`src/rtl/conv_pkg.sv`:
```
// Shared constants and types for the convolution output path.
package conv_pkg;

  localparam int NUM_CONV_FILTERS = 6;
  localparam int FEATURE_W        = 16;

  // Occupancy of the two-slot ping-pong buffer.
  typedef enum logic [1:0] {
    OCC_EMPTY = 2'd0,
    OCC_ONE   = 2'd1,
    OCC_TWO   = 2'd2
  } occ_e;

endpackage

```
`src/rtl/feature_requant.sv`:
```
// Requantises one signed feature: optional round-half-up, arithmetic right
// shift, then saturate or wrap to OUT_W bits with an out-of-range flag.
module feature_requant #(
  parameter int IN_W     = 16,
  parameter int OUT_W    = 8,
  parameter int SHIFT    = 4,
  parameter int ROUND_EN = 1,
  parameter int SAT_EN   = 1
) (
  input  logic signed [IN_W-1:0]  data_i,
  output logic signed [OUT_W-1:0] value_o,
  output logic                    sat_o
);

  // One extra bit of headroom means the rounding add can never overflow.
  localparam int RND_SH = (SHIFT > 0) ? SHIFT - 1 : 0;
  localparam logic signed [IN_W:0] RND =
    (ROUND_EN != 0 && SHIFT > 0) ? (IN_W+1)'(1 << RND_SH) : '0;
  localparam logic signed [IN_W:0] MAX_V = (IN_W+1)'((1 << (OUT_W-1)) - 1);
  localparam logic signed [IN_W:0] MIN_V = (IN_W+1)'(-(1 << (OUT_W-1)));

  logic signed [IN_W:0] ext;
  logic signed [IN_W:0] sum;
  logic signed [IN_W:0] shifted;

  assign ext     = {data_i[IN_W-1], data_i};
  assign sum     = ext + RND;
  assign shifted = sum >>> SHIFT;

  // Range check and clamp/wrap; the flag means "output differs from exact".
  // NOTE: every output of a combinational block gets a default first so no latch is inferred.
  always_comb begin
    value_o = shifted[OUT_W-1:0];
    sat_o   = (shifted > MAX_V) || (shifted < MIN_V);
    if (SAT_EN != 0) begin
      if (shifted > MAX_V)      value_o = MAX_V[OUT_W-1:0];
      else if (shifted < MIN_V) value_o = MIN_V[OUT_W-1:0];
    end
  end

endmodule

```
`src/rtl/requant_serializer.sv`:
```
// Accepts NUM_CH parallel features per beat into a two-slot ping-pong buffer
// and emits them one channel per cycle, requantised, with valid/ready on both
// sides and a saturating count of clamped outputs.
module requant_serializer
  import conv_pkg::*;
#(
  parameter int NUM_CH   = NUM_CONV_FILTERS,
  parameter int IN_W     = FEATURE_W,
  parameter int OUT_W    = 8,
  parameter int SHIFT    = 4,
  parameter int ROUND_EN = 1,
  parameter int SAT_EN   = 1
) (
  input  logic                                      i_clk,
  input  logic                                      i_rst_n,
  input  logic                                      i_valid,
  output logic                                      o_ready,
  input  logic [NUM_CH-1:0][IN_W-1:0]               i_features,
  input  logic                                      i_last,
  output logic                                      o_valid,
  input  logic                                      i_ready,
  output logic signed [OUT_W-1:0]                   o_feature,
  output logic [((NUM_CH > 1) ? $clog2(NUM_CH) : 1)-1:0] o_ch,
  output logic                                      o_last,
  output logic                                      o_sat,
  output logic [15:0]                               o_sat_count
);

  localparam int CH_W = (NUM_CH > 1) ? $clog2(NUM_CH) : 1;
  localparam logic [CH_W-1:0] LAST_CH = CH_W'(NUM_CH - 1);

  occ_e            occ_q, occ_d;
  logic            head_q, head_d;
  logic [CH_W-1:0] ch_q, ch_d;
  logic [15:0]     sat_cnt_q, sat_cnt_d;

  logic [NUM_CH-1:0][IN_W-1:0] slot_data_q [2];
  logic [1:0]                  slot_last_q;

  logic                   in_fire;
  logic                   out_fire;
  logic                   beat_done;
  logic                   wr_ptr;
  logic signed [IN_W-1:0] head_feat;
  logic signed [OUT_W-1:0] rq_value;
  logic                   rq_sat;

  assign o_ready   = (occ_q != OCC_TWO);
  assign o_valid   = (occ_q != OCC_EMPTY);
  assign in_fire   = i_valid && o_ready;
  assign out_fire  = o_valid && i_ready;
  assign beat_done = out_fire && (ch_q == LAST_CH);
  // A lone beat sits in the head slot; the second beat goes to the other one.
  assign wr_ptr    = head_q ^ (occ_q != OCC_EMPTY);
  assign head_feat = slot_data_q[head_q][ch_q];

  feature_requant #(
    .IN_W     (IN_W),
    .OUT_W    (OUT_W),
    .SHIFT    (SHIFT),
    .ROUND_EN (ROUND_EN),
    .SAT_EN   (SAT_EN)
  ) u_requant (
    .data_i  (head_feat),
    .value_o (rq_value),
    .sat_o   (rq_sat)
  );

  assign o_feature   = rq_value;
  assign o_ch        = ch_q;
  assign o_sat       = o_valid && rq_sat;
  assign o_last      = o_valid && slot_last_q[head_q] && (ch_q == LAST_CH);
  assign o_sat_count = sat_cnt_q;

  // Next-state: occupancy, head pointer, channel index and clamp counter.
  always_comb begin
    occ_d     = occ_q;
    head_d    = head_q;
    ch_d      = ch_q;
    sat_cnt_d = sat_cnt_q;
    if (out_fire) begin
      if (o_sat && sat_cnt_q != 16'hFFFF) sat_cnt_d = sat_cnt_q + 16'd1;
      ch_d = beat_done ? '0 : ch_q + CH_W'(1);
      if (beat_done) head_d = ~head_q;
    end
    if (in_fire && !beat_done) begin
      case (occ_q)
        OCC_EMPTY: occ_d = OCC_ONE;
        OCC_ONE:   occ_d = OCC_TWO;
        default:   occ_d = occ_q;
      endcase
    end else if (!in_fire && beat_done) begin
      case (occ_q)
        OCC_TWO: occ_d = OCC_ONE;
        OCC_ONE: occ_d = OCC_EMPTY;
        default: occ_d = occ_q;
      endcase
    end
  end

  // Control state register; reset discards both slots.
  // NOTE: sequential state uses non-blocking assignments so all flops update together.
  always_ff @(posedge i_clk or negedge i_rst_n) begin
    if (!i_rst_n) begin
      occ_q     <= OCC_EMPTY;
      head_q    <= 1'b0;
      ch_q      <= '0;
      sat_cnt_q <= '0;
    end else begin
      occ_q     <= occ_d;
      head_q    <= head_d;
      ch_q      <= ch_d;
      sat_cnt_q <= sat_cnt_d;
    end
  end

  // Buffer slot write on input transfer.
  // NOTE: slot storage is deliberately unreset; occupancy alone says what is valid.
  always_ff @(posedge i_clk) begin
    if (in_fire) begin
      slot_data_q[wr_ptr] <= i_features;
      slot_last_q[wr_ptr] <= i_last;
    end
  end

endmodule

```
`config.mk`:
```
export PLATFORM = sky130hd
export DESIGN_NAME = requant_serializer
export DESIGN_NICKNAME = d
export VERILOG_FILES = /design/src/rtl/conv_pkg.sv /design/src/rtl/feature_requant.sv /design/src/rtl/requant_serializer.sv
export SDC_FILE = /design/constraint.sdc
export NUM_CORES = 1
export LEC_CHECK = 0
export ABC_AREA = 0
export BUFFER_PORTS_ARGS = -buffer_cell sky130_fd_sc_hd__buf_2
export CORE_UTILIZATION = 44
export CTS_CLUSTER_SIZE = 8
export DETAILED_ROUTE_END_ITERATION = 6
export PLACE_DENSITY = 0.72
export SYNTH_ARGS = -nofsm -noshare
export SYNTH_HDL_FRONTEND = slang
export SYNTH_HIERARCHICAL = 1
export SYNTH_SLANG_ARGS = --single-unit
```
`constraint.sdc`:
```
create_clock -name i_clk -period 12.3 [get_ports i_clk]
set_clock_uncertainty 0.05 [all_clocks]
set_input_delay 0.615 -clock i_clk [delete_from_list [all_inputs] [get_ports i_clk]]
set_output_delay 0.615 -clock i_clk [all_outputs]
set_load 0.01 [all_outputs]
```
==> key figures <==
Clocking
  – Clk Latency, worst-skew pair: 420 ps
  – Post-CTS Hold Fix Bufs: 0
  – Post-cts repair resize count: 0
  – Clock Path Buffers: 2
  – CTS tree: done
  – Clk slew on worst S/H paths: 70 ps
  – Htree depth: 4
  – Root buf cell: clkbuf_16
  – TritonCTS buffer count: 17
  – Sink Count: 180
  – Post-CTS Setup Inserts: 0

Layout
  – Area Overhead vs Synth: 18.7%
  – Layout fillers: 1370
  – N_diodes: 0
  – Share of layout cells above drive strength 1: 35.7%
  – Non-Filler Instances: 789
  – Final net count: 665

Drt
  – Final antenna-violating net count: 0
  – Initial DRC count: 310
  – # DRC: 0
  – Via count: 4302
  – Wirelength, routed: 15.3 mm
  – Routed wl met3: 657 um
  – Top routing layer used: met4
  – Metal1 wirelength: 6.56 mm
  – WL met2: 7.97 mm
  – DR WL/cell: 19.5 um
  – DRT Pass-1 Iters: 5
  – Avg Vias per Cell: 5.45

Worst setup path
  – Critical path class: register to output pin
  – Critical path data arrival time: 4490 ps
  – Startpoint Class: register
  – Worst-path maximum fanout: 22
  – Worst setup EP type: output pin
  – CP Data Required Time: 11640 ps

Synthesis
  – Post-Syn Area: 7570 um^2
  – Synth Net Count: 545
  – Ys Warns: 6
  – Syn Area/Cell: 17.4 um^2
  – Synth Instances: 436

Floorplan
  – Die area: 17700 um^2
  – Initial Utilization: 45.3%
  – Cell Rows: 47
  – Floorplan core area: 16700 um^2
  – Die Y: 133 um
  – Top Ports: 132
  – Die X: 133 um

Power and ir drop
  – Switching portion of total power: 35.3%
  – Sequential share of power: 40.4%
  – Leak: 3.28 nW
  – Clock share of power: 22.5%
  – PwrDens: 273 nW/um^2
  – Comb pwr share: 37.1%
  – IR drop worst, VDD: 0.129 mV
  – Total Power: 2.45 mW
  – P_sw: 0.866 mW
  – Internal power: 1.59 mW

Placed design
  – RePlAce Congestion: 0.844
  – Post-DP HPWL: 10.5 mm
  – Dpl cells: 757
  – Port-buffer cells: 113

GRT
  – Gr ovfl total: 0
  – Vias in the first global route: 4581
  – Initial antenna violation count: 0
  – Largest net degree at the start of global routing: 80
  – Global-route wire length before repair: 24.4 mm
  – All-Layer GR Usage: 18.6%

STA
  – Max-slew headroom: 29.0%
  – Hold_ws: 99.9 ps
  – Final Hold Viols: 0
  – Worst-margin pin slew: 1070 ps
  – Setup TNS: 0 ps
  – RSZ-0062 raised after global routing: no
  – Fin. max-slew vios: 0
  – Final worst-path cycle share: 41.9%
  – Achievable frequency: 0.194 GHz
  – Final min period: 5150 ps
  – Setup Viol. Count Final: 0

Outcome
  – Outcome: finished, final reports clean

Flow run
  – Max Cap Viol: 0

Hold path
  – Worst Hold Class: input port to asynchronous set/reset pin
==> power by group through the flow <==
| stage | logic, mW | clock network [mW] | registers (mW) |
|---|---|---|---|
| final | 0.909 | 0.552 | 0.991 |
| after global routing | 0.992 | 0.584 | 1.01 |
| after CTS | 0.919 | 0.561 | 0.995 |
| after detailed placement | 0.916 | 0 | 1.01 |
| after global placement | 0.892 | 0 | 0.989 |
| after floorplan | 0.665 | 0 | 0.981 |
==> layout make-up <==
| cell class | count | area [um^2] | area share, % |
|---|---|---|---|
| Sequential cell | 180 | 5300 | 59.0 |
| Multi-Input combinational cell | 229 | 2160 | 24.1 |
| Timing Repair Buffer | 119 | 611 | 6.80 |
| Clock buffer | 18 | 429 | 4.78 |
| Tap cell | 220 | 275 | 3.07 |
| Clock inverter | 14 | 173 | 1.92 |
| Inverter | 9 | 33.8 | 0.376 |
==> metal layers <==
metal | up-vias | GRT usage, %
li1 | 1982 | -
met1 | 2185 | 24.3
met2 | 122 | 31.1
met3 | 13 | 3.96
met4 | 0 | 6.06
met5 | - | 0
==> metrics by stage <==
step	instance area (um^2)	setup WS (ps)	util, %
after detailed placement	8380	7510	50.2
after global routing	8980	6800	53.8
after floorplan	7570	4970	-
final	8980	7150	53.8
after global placement	8380	7550	50.2
after CTS	8980	7070	53.8
==> critical path: stages, from the launching register on <==
cell	delay, ps
dfrtp_2	870
buf_4	520
mux4_2	550
a22oi_1	240
nand2_1	200
or3b_1	410
nor4_2	170
nor3_1	110
o31ai_4	390
a21bo_1	290
nor2b_1	140
buf_2	140
==> flip-flops by register name, indices dropped and copies added, names as in the netlist <==
signal       flops
head_q           1
o_ch             3
o_sat_count     16
slot_last_q      2
slot_data_q    156
occ_q            2
==> layout by cell type, fill, tap and decap left out, types with 9 or more instances in the layout <==
master	n
nand3_1	12
nand2_1	41
buf_2	113
clkbuf_16	17
a22oi_1	13
dfrtp_1	20
edfxtp_1	158
nor2_1	13
xnor2_1	16
inv_1	9
mux4_2	39
o21ai_0	13
==> final timing paths <==
| kind | cells after the start | to | start | slack [ps] |
|---|---|---|---|---|
| worst max-delay path | 11 | o_sat | head_q | 7150 |
| worst min-delay path | 1 | o_sat_count[9] | i_rst_n | 100 |
| worst max register to register | 13 | o_sat_count[15] | head_q | 7540 |
| worst min register to register | 1 | o_sat_count[14] | o_sat_count[14] | 470 |
| max in group asynchronous | 1 | o_ch[0] | i_rst_n | 11720 |
| min in group i_clk | 1 | slot_data_q[0][58] | i_features[58] | 320 |
No activity file was read; power rests on OpenSTA's default activity.
